==> src/rtl/lhs_shift_sequencer.sv <==
// lhs_shift_sequencer
//   Drives the ALU left-hand-side shifter (lhs) to perform a multi-bit shift as a run of
//   1-bit lhs steps, feeding lhs_out back into lhs_in each cycle. With keep_carry=0 the lhs
//   carry is zeroed first (logical shift); with keep_carry=1 the existing carry is shifted
//   in (rotate through a WIDTH+1 bit ring).
//
// Ports
//   alu_clk        ALU clock, all state updates on posedge
//   reset          asynchronous active-high reset
//   start          operation request, sampled only while ready=1
//   dir            0 = shift left, 1 = shift right
//   keep_carry     0 = zero lhs carry before shifting, 1 = use existing carry
//   count          number of 1-bit steps
//   data_in        operand
//   ready          idle, start is accepted
//   done           one-cycle pulse, result/carry_result valid
//   result         lhs_out passthrough
//   carry_result   lhs_carry passthrough
//   lhs_operation  lhs op select: 00 pass, 01 shl, 10 shr, 11 zero
//   lhs_in         lhs data input
//   lhs_out        lhs registered output
//   lhs_carry      lhs registered carry
module lhs_shift_sequencer #(
  parameter int unsigned WIDTH = 8,
  parameter int unsigned CNT_W = 4
) (
  input  logic             alu_clk,
  input  logic             reset,
  input  logic             start,
  input  logic             dir,
  input  logic             keep_carry,
  input  logic [CNT_W-1:0] count,
  input  logic [WIDTH-1:0] data_in,
  output logic             ready,
  output logic             done,
  output logic [WIDTH-1:0] result,
  output logic             carry_result,
  output logic [1:0]       lhs_operation,
  output logic [WIDTH-1:0] lhs_in,
  input  logic [WIDTH-1:0] lhs_out,
  input  logic             lhs_carry
);

  localparam logic [1:0] OpPass = 2'b00;
  localparam logic [1:0] OpShl  = 2'b01;
  localparam logic [1:0] OpShr  = 2'b10;
  localparam logic [1:0] OpZero = 2'b11;

  typedef enum logic [2:0] {
    StInit,
    StIdle,
    StClear,
    StShift,
    StDone
  } state_e;

  state_e           state_q, state_d;
  logic [WIDTH-1:0] opnd_q;
  logic             dir_q;
  logic [CNT_W-1:0] rem_q;
  // High during the first SHIFT cycle, when lhs_in must come from the latched operand.
  logic             first_q;

  always_ff @(posedge alu_clk or posedge reset) begin
    if (reset) begin
      state_q <= StInit;
      opnd_q  <= '0;
      dir_q   <= 1'b0;
      rem_q   <= '0;
      first_q <= 1'b1;
    end else begin
      state_q <= state_d;
      first_q <= (state_q != StShift);
      if (state_q == StIdle && start) begin
        opnd_q <= data_in;
        dir_q  <= dir;
        rem_q  <= count;
      end else if (state_q == StShift && rem_q != '0) begin
        rem_q <= rem_q - CNT_W'(1);
      end
    end
  end

  always_comb begin
    state_d       = state_q;
    ready         = 1'b0;
    done          = 1'b0;
    lhs_operation = OpPass;
    lhs_in        = lhs_out;
    unique case (state_q)
      // lhs has no reset of its own; zero it once before going idle.
      StInit: begin
        lhs_operation = OpZero;
        state_d       = StIdle;
      end
      StIdle: begin
        ready = 1'b1;
        if (start) begin
          state_d = keep_carry ? StShift : StClear;
        end
      end
      StClear: begin
        lhs_operation = OpZero;
        lhs_in        = opnd_q;
        state_d       = StShift;
      end
      StShift: begin
        // rem_q is only zero here for a zero-count request: single pass-through step.
        if (rem_q == '0) begin
          lhs_operation = OpPass;
        end else begin
          lhs_operation = dir_q ? OpShr : OpShl;
        end
        lhs_in = first_q ? opnd_q : lhs_out;
        if (rem_q <= CNT_W'(1)) begin
          state_d = StDone;
        end
      end
      StDone: begin
        done    = 1'b1;
        state_d = StIdle;
      end
      default: state_d = StInit;
    endcase
  end

  assign result       = lhs_out;
  assign carry_result = lhs_carry;

endmodule

==> config.mk <==
export PLATFORM = sky130hd
export DESIGN_NAME = lhs_shift_sequencer
export DESIGN_NICKNAME = d
export VERILOG_FILES = /design/src/rtl/lhs_shift_sequencer.sv
export SDC_FILE = /design/constraint.sdc
export NUM_CORES = 1
export LEC_CHECK = 0
export CORE_ASPECT_RATIO = 1.1
export CORE_MARGIN = 2
export CORE_UTILIZATION = 27
export CTS_BUF_LIST = sky130_fd_sc_hd__clkbuf_16
export DETAILED_ROUTE_END_ITERATION = 10
export GPL_TIMING_DRIVEN = 0
export SKIP_CTS_REPAIR_TIMING = 1
export SLEW_MARGIN = 40
export SYNTH_ARGS = -nofsm -noshare
export SYNTH_HDL_FRONTEND = slang
export SYNTH_SLANG_ARGS = --single-unit
==> constraint.sdc <==
create_clock -name alu_clk -period 1.6 [get_ports alu_clk]
set_input_delay 0.32 -clock alu_clk [delete_from_list [all_inputs] [get_ports alu_clk]]
set_output_delay 0.32 -clock alu_clk [all_outputs]
set_load 0.02 [all_outputs]
Word-level counts from Yosys, hierarchy flattened
Index checks and enable logic that the tools add are counted.
{"block": "word_totals", "register_bits": 17, "input_bits": 26, "output_inout_bits": 21, "elab_cells": 36}
{"block": "op_classes", "addsub": 1, "order_cmp": 1, "n_eq_ne": 7, "mux": 13, "reduce_logical": 9}
{"cell": "8-bit case mux with 2 select lines", "count": 1}
{"cell": "3-bit case mux with 4 select lines", "count": 1}
{"cell": "4-bit 2-to-1 mux", "count": 2}
{"cell": "8-bit 2-to-1 mux", "count": 1}
{"cell": "3-bit by 2-bit equality test with 1-bit output (second input constant)", "count": 2}
{"cell": "3-bit 2-to-1 mux", "count": 2}
{"cell": "4-bit by 1-bit less-or-equal comparator with 1-bit output (second input constant)", "count": 1}
{"cell": "4-bit logical NOT", "count": 1}
{"cell": "2-bit 2-to-1 mux", "count": 2}
{"cell": "2-bit case mux with 2 select lines", "count": 1}
{"cell": "4-bit nonzero test", "count": 1}
{"cell": "2-bit OR reduction", "count": 2}
{"cell": "4-bit by 1-bit subtractor with 4-bit output (second input constant)", "count": 1}
{"cell": "3-bit by 1-bit equality test with 1-bit output (second input constant)", "count": 1}
{"cell": "3-bit equality test (second input constant)", "count": 1}
{"cell": "3-bit logical NOT", "count": 1}
{"cell": "1-bit 2-to-1 mux", "count": 3}
{"cell": "3-bit by 2-bit != test with 1-bit output (second input constant)", "count": 1}
{"cell": "1-bit logical AND", "count": 2}
{"cell": "2-bit by 1-bit != test with 1-bit output (second input constant)", "count": 1}
{"cell": "2-bit != test (second input constant)", "count": 1}
{"cell": "2-bit AND reduction", "count": 1}
{"cell": "2-bit nonzero test", "count": 1}

Depth between registers and ports, before layout
Gate-level depths: netlist (run 1).
{"block": "logic_depth", "depth_word": 4, "depth_mapped": 6}

Worst setup path before layout (run 1)
Ideal clock, no wire load.
{"block": "synth_timing", "path_type": "reg-to-output", "startpoint": "register state_q[2]", "endpoint": "output port lhs_operation[0]", "t_arrival_ps": 1514, "required_time_ps": 1280, "setup_slack_ps": -234, "stages_incl_launch_ff": 6, "n_path_buf": 1, "path_cell_list": "dfrtp_1 -> buf_6 -> and3b_2 -> inv_2 -> or3_1 -> a21oi_1"}
{"block": "synth_via", "elab_chain_len": 3, "elab_cells_between_ends": 5}
{"element": "from (decl)", "line": "57", "text": "state_e state_q, state_d;"}
{"element": "from (signal assigned)", "line": "66", "text": "state_q <= StInit;"}
{"element": "from (signal assigned)", "line": "72", "text": "state_q <= state_d;"}
{"element": "3-bit by 2-bit equality test with 1-bit output / 3-bit logical NOT (equally long branches)", "line": "90", "text": "unique case (state_q)"}
{"element": "2-bit OR reduction (no line)"}
{"element": "2-bit case mux with 2 select lines (*)", "line": "90"}
{"element": "to (decl)", "line": "38", "text": "output logic [1:0] lhs_operation,"}
Mark *: on every way between the ends. The rest lies on a longest branch, timed or not.

Worst setup path after layout (run 1)
Same ends and word-level chain as after synthesis.

==> results.py, run 1 <==
metrics = {
    "status": {
        "status": "finished, violations left",
        "violations": "setup timing",
    },
    "place": {
        "pre_cts_slack_ps": -711,
        "dp_cells": 210,
        "gp_congestion": 0.758,
        "dp_hpwl_um": 2050,
        "postPlaceCellArea_sq_um": 1600,
        "numPortBuffers": 45,
    },
    "clock_network": {
        "path_clk_slew_ps": 50,
        "tritoncts": "yes",
        "cts_max_level": 1,
        "clockRootBuffer": "clkbuf_16",
        "clock_sinks": 17,
        "cts_buffer_depth": 2,
        "clock_latency_ps": 250,
        "cts_inserted_buffers": 3,
    },
    "pwr": {
        "finalPower_mw": 3.50,
        "power_density_nw_per_um2": 1890,
        "leakagePower_nw": 0.944,
        "ir_drop_v": 0.000536,
    },
    "synthesis": {
        "syn-num-nets": 144,
        "synthAdderAreaFrac_pct": 3.62,
        "synth_edf_count": 0,
        "avgSynthCellArea_sq_um": 9.01,
        "synth-simple-area-share_pct": 23.8,
        "yosysSeqAreaShare_pct": 41.2,
        "yosys.area.top_type": "dfrtp_1",
        "synth_compound_area_share_pct": 10.6,
        "yosys-top-cells-count": "28 x nand2_1, 16 x dfrtp_1, 10 x buf_4",
        "ys_seq_elements": 17,
        "ys_top_cells_by_area": "dfrtp_1 39%, nand2_1 10%, mux2_2 8.7%, buf_4 7.2%, ha_1 3.6%",
        "synth_area_sq_um": 1040,
        "yosys.cell_types.count": 29,
        "synth_cells": 115,
        "synthMuxAreaShare_pct": 8.70,
        "async_flop_share_pct": 100,
        "synth_most_common_cell": "nand2_1",
        "synthXorXnorAreaFrac_pct": 0,
        "yosysWarnings": 0,
        "yosys.area.top_type_share_pct": 38.6,
        "synth_top_family_by_area": "simple AND/OR/NAND/NOR gates",
        "yosys_most_used_dff": "dfrtp_1",
    },
    "critical_path": {
        "path_common_cell": "buf_6",
        "path_max_fanout": 5,
        "cp_top_family": "simple AND/OR/NAND/NOR gates",
        "critPathRequiredTime_ps": 1280,
        "cpPeakStageDelay_ps": 370,
        "endpoint_kind": "output port",
        "start_kind": "flip-flop",
        "rr_startpoint": "state_q[2]",
        "r2r_slack_ps": -50,
        "crit_start": "state_q[2]",
        "crit_path_top_delay_cell": "dfrtp_1",
        "cp_cell_sequence": "buf_6, and3b_2, inv_4, or3_4, a21oi_4, buf_6",
        "arrival_ps": 1720,
        "critPathBufInv": 3,
        "path_class": "reg2out",
    },
    "timing": {
        "fmax_mhz": 490,
        "finalHoldViolCount": 0,
        "finalClockSkew_ps": 2.43,
        "drv_slew": 0,
        "slew_headroom_pct": 56.4,
        "post-route-min-period_ps": 2040,
        "tightest_slew_ps": 653,
        "setup_viol": 13,
        "holdWs_ps": 472,
        "layout_setup_ws_ps": -442,
        "setup_tns_ps": -3540,
        "rsz0062_at_grt": "true",
        "fin_crit_sh_pct": 128,
    },
    "route": {
        "vias_per_cell": 4.51,
        "antenna_left": 0,
        "routed_wl_um": 2930,
        "post-route-drc-count": 0,
        "drtIter0Drc": 27,
        "via_count": 1010,
        "firstDrtPassIters": 4,
        "wl_per_cell_um": 13.1,
    },
    "finish": {
        "area_growth_pct": 79.0,
        "multi_input_area_sq_um": 587,
        "seq_area_sq_um": 427,
        "nNetsFinal": 204,
        "drive_gt1_share_pct": 36.8,
        "fin_util_pct": 50.7,
        "post_layout_nonfiller_instances": 224,
        "finish.instance_area_sq_um": 1850,
        "nFillCells": 343,
        "diodes": 0,
    },
    "global_routing": {
        "grt_pass1_vias": 977,
        "grt_max_degree": 18,
        "track_usage_pct": 12.8,
        "antenna_found_initial": 0,
        "grt_pass1_wl_um": 4360,
        "grt_overflow": 0,
    },
    "die": {
        "die_w_um": 63.1,
        "dieArea_sq_um": 4350,
        "core-area_sq_um": 3650,
        "die_h_um": 69.0,
        "initial_core_util_pct": 28.3,
        "fp-row-count": 23,
        "ios": 47,
    },
    "hold_path": {
        "hp-class": "in2async",
    },
    "run": {
        "cap_violations": 0,
    },
}
-- routing by layer --
layer / GRT usage (%) / up-vias / routed length (um)
li1: - / 502 / -
met1: 13.3 / 467 / 1220
met3: 3.73 / 4 / 181
met2: 24.6 / 37 / 1500
met4: 5.00 / 0 / 25
met5: 0 / - / 0
-- path summary, 6_finish.rpt --
kind                                     to  cells past startpoint
max reg2reg                        rem_q[2]                      6
max in group asynchronous          rem_q[0]                      2
max                        lhs_operation[0]                      6
min reg2reg                       opnd_q[6]                      2
min in group alu_clk              opnd_q[6]                      2
min                               opnd_q[4]                      2
-- cell families after synthesis --
group,Yosys count
simple gates,49
flops,17
buf+inv,21
fa+ha+maj,3
compound gates,17
mux,8
-- area by class of cell --
class	count	area share [%]
Multi-Input combinational cell	77	31.6
Inverter	6	1.35
Sequential cell	17	23.0
Tap cell	50	3.37
Clock buffer	3	4.05
Timing Repair Buffer	56	30.6
Clock inverter	1	0.202
Buffer	14	5.74
-- state kept, by name, indices dropped and copies added, names as in the netlist --
| name | cells |
|---|---|
| state_q | 3 |
| dir_q | 1 |
| rem_q | 4 |
| first_q | 1 |
| opnd_q | 8 |
-- report_power, final --
| part | internal, mW | switching, mW |
|---|---|---|
| Sequential | 0.643 | 0.147 |
| Combinational | 1.18 | 1.04 |
| Clock | 0.332 | 0.163 |
| Total | 2.15 | 1.35 |
-- cell usage in the layout (no fill, tap or decap), types with 2 or more instances in the layout --
cell type        count
nand2_1             28
clkdlybuf4s50_1     25
ha_1                 2
dfrtp_1             16
nor3b_1              3
nor2_1               5
or4_1                2
clkbuf_16            3
inv_1                4
o211a_1              2
dlymetal6s2s_1       8
a21oi_4              2
a21oi_1              2
inv_2                2
buf_6               11
buf_4               21
buf_2                2
o21ai_0              5
mux2_4               8
a31oi_1              3
Note: power is estimated with default switching activity, not from simulation.
==> run 2, diff against run 1 <==
Settings changed: CAP_MARGIN from default to 10.
==> results of run 2 <==
Same layout as run 1: the final DEF is identical, and so are final timing and power.
==> run 3, diff against run 2 <==
Settings changed: CAP_MARGIN 10 to 20.
==> results of run 3 <==
Same layout as run 1: the final DEF is identical, and so are final timing and power.
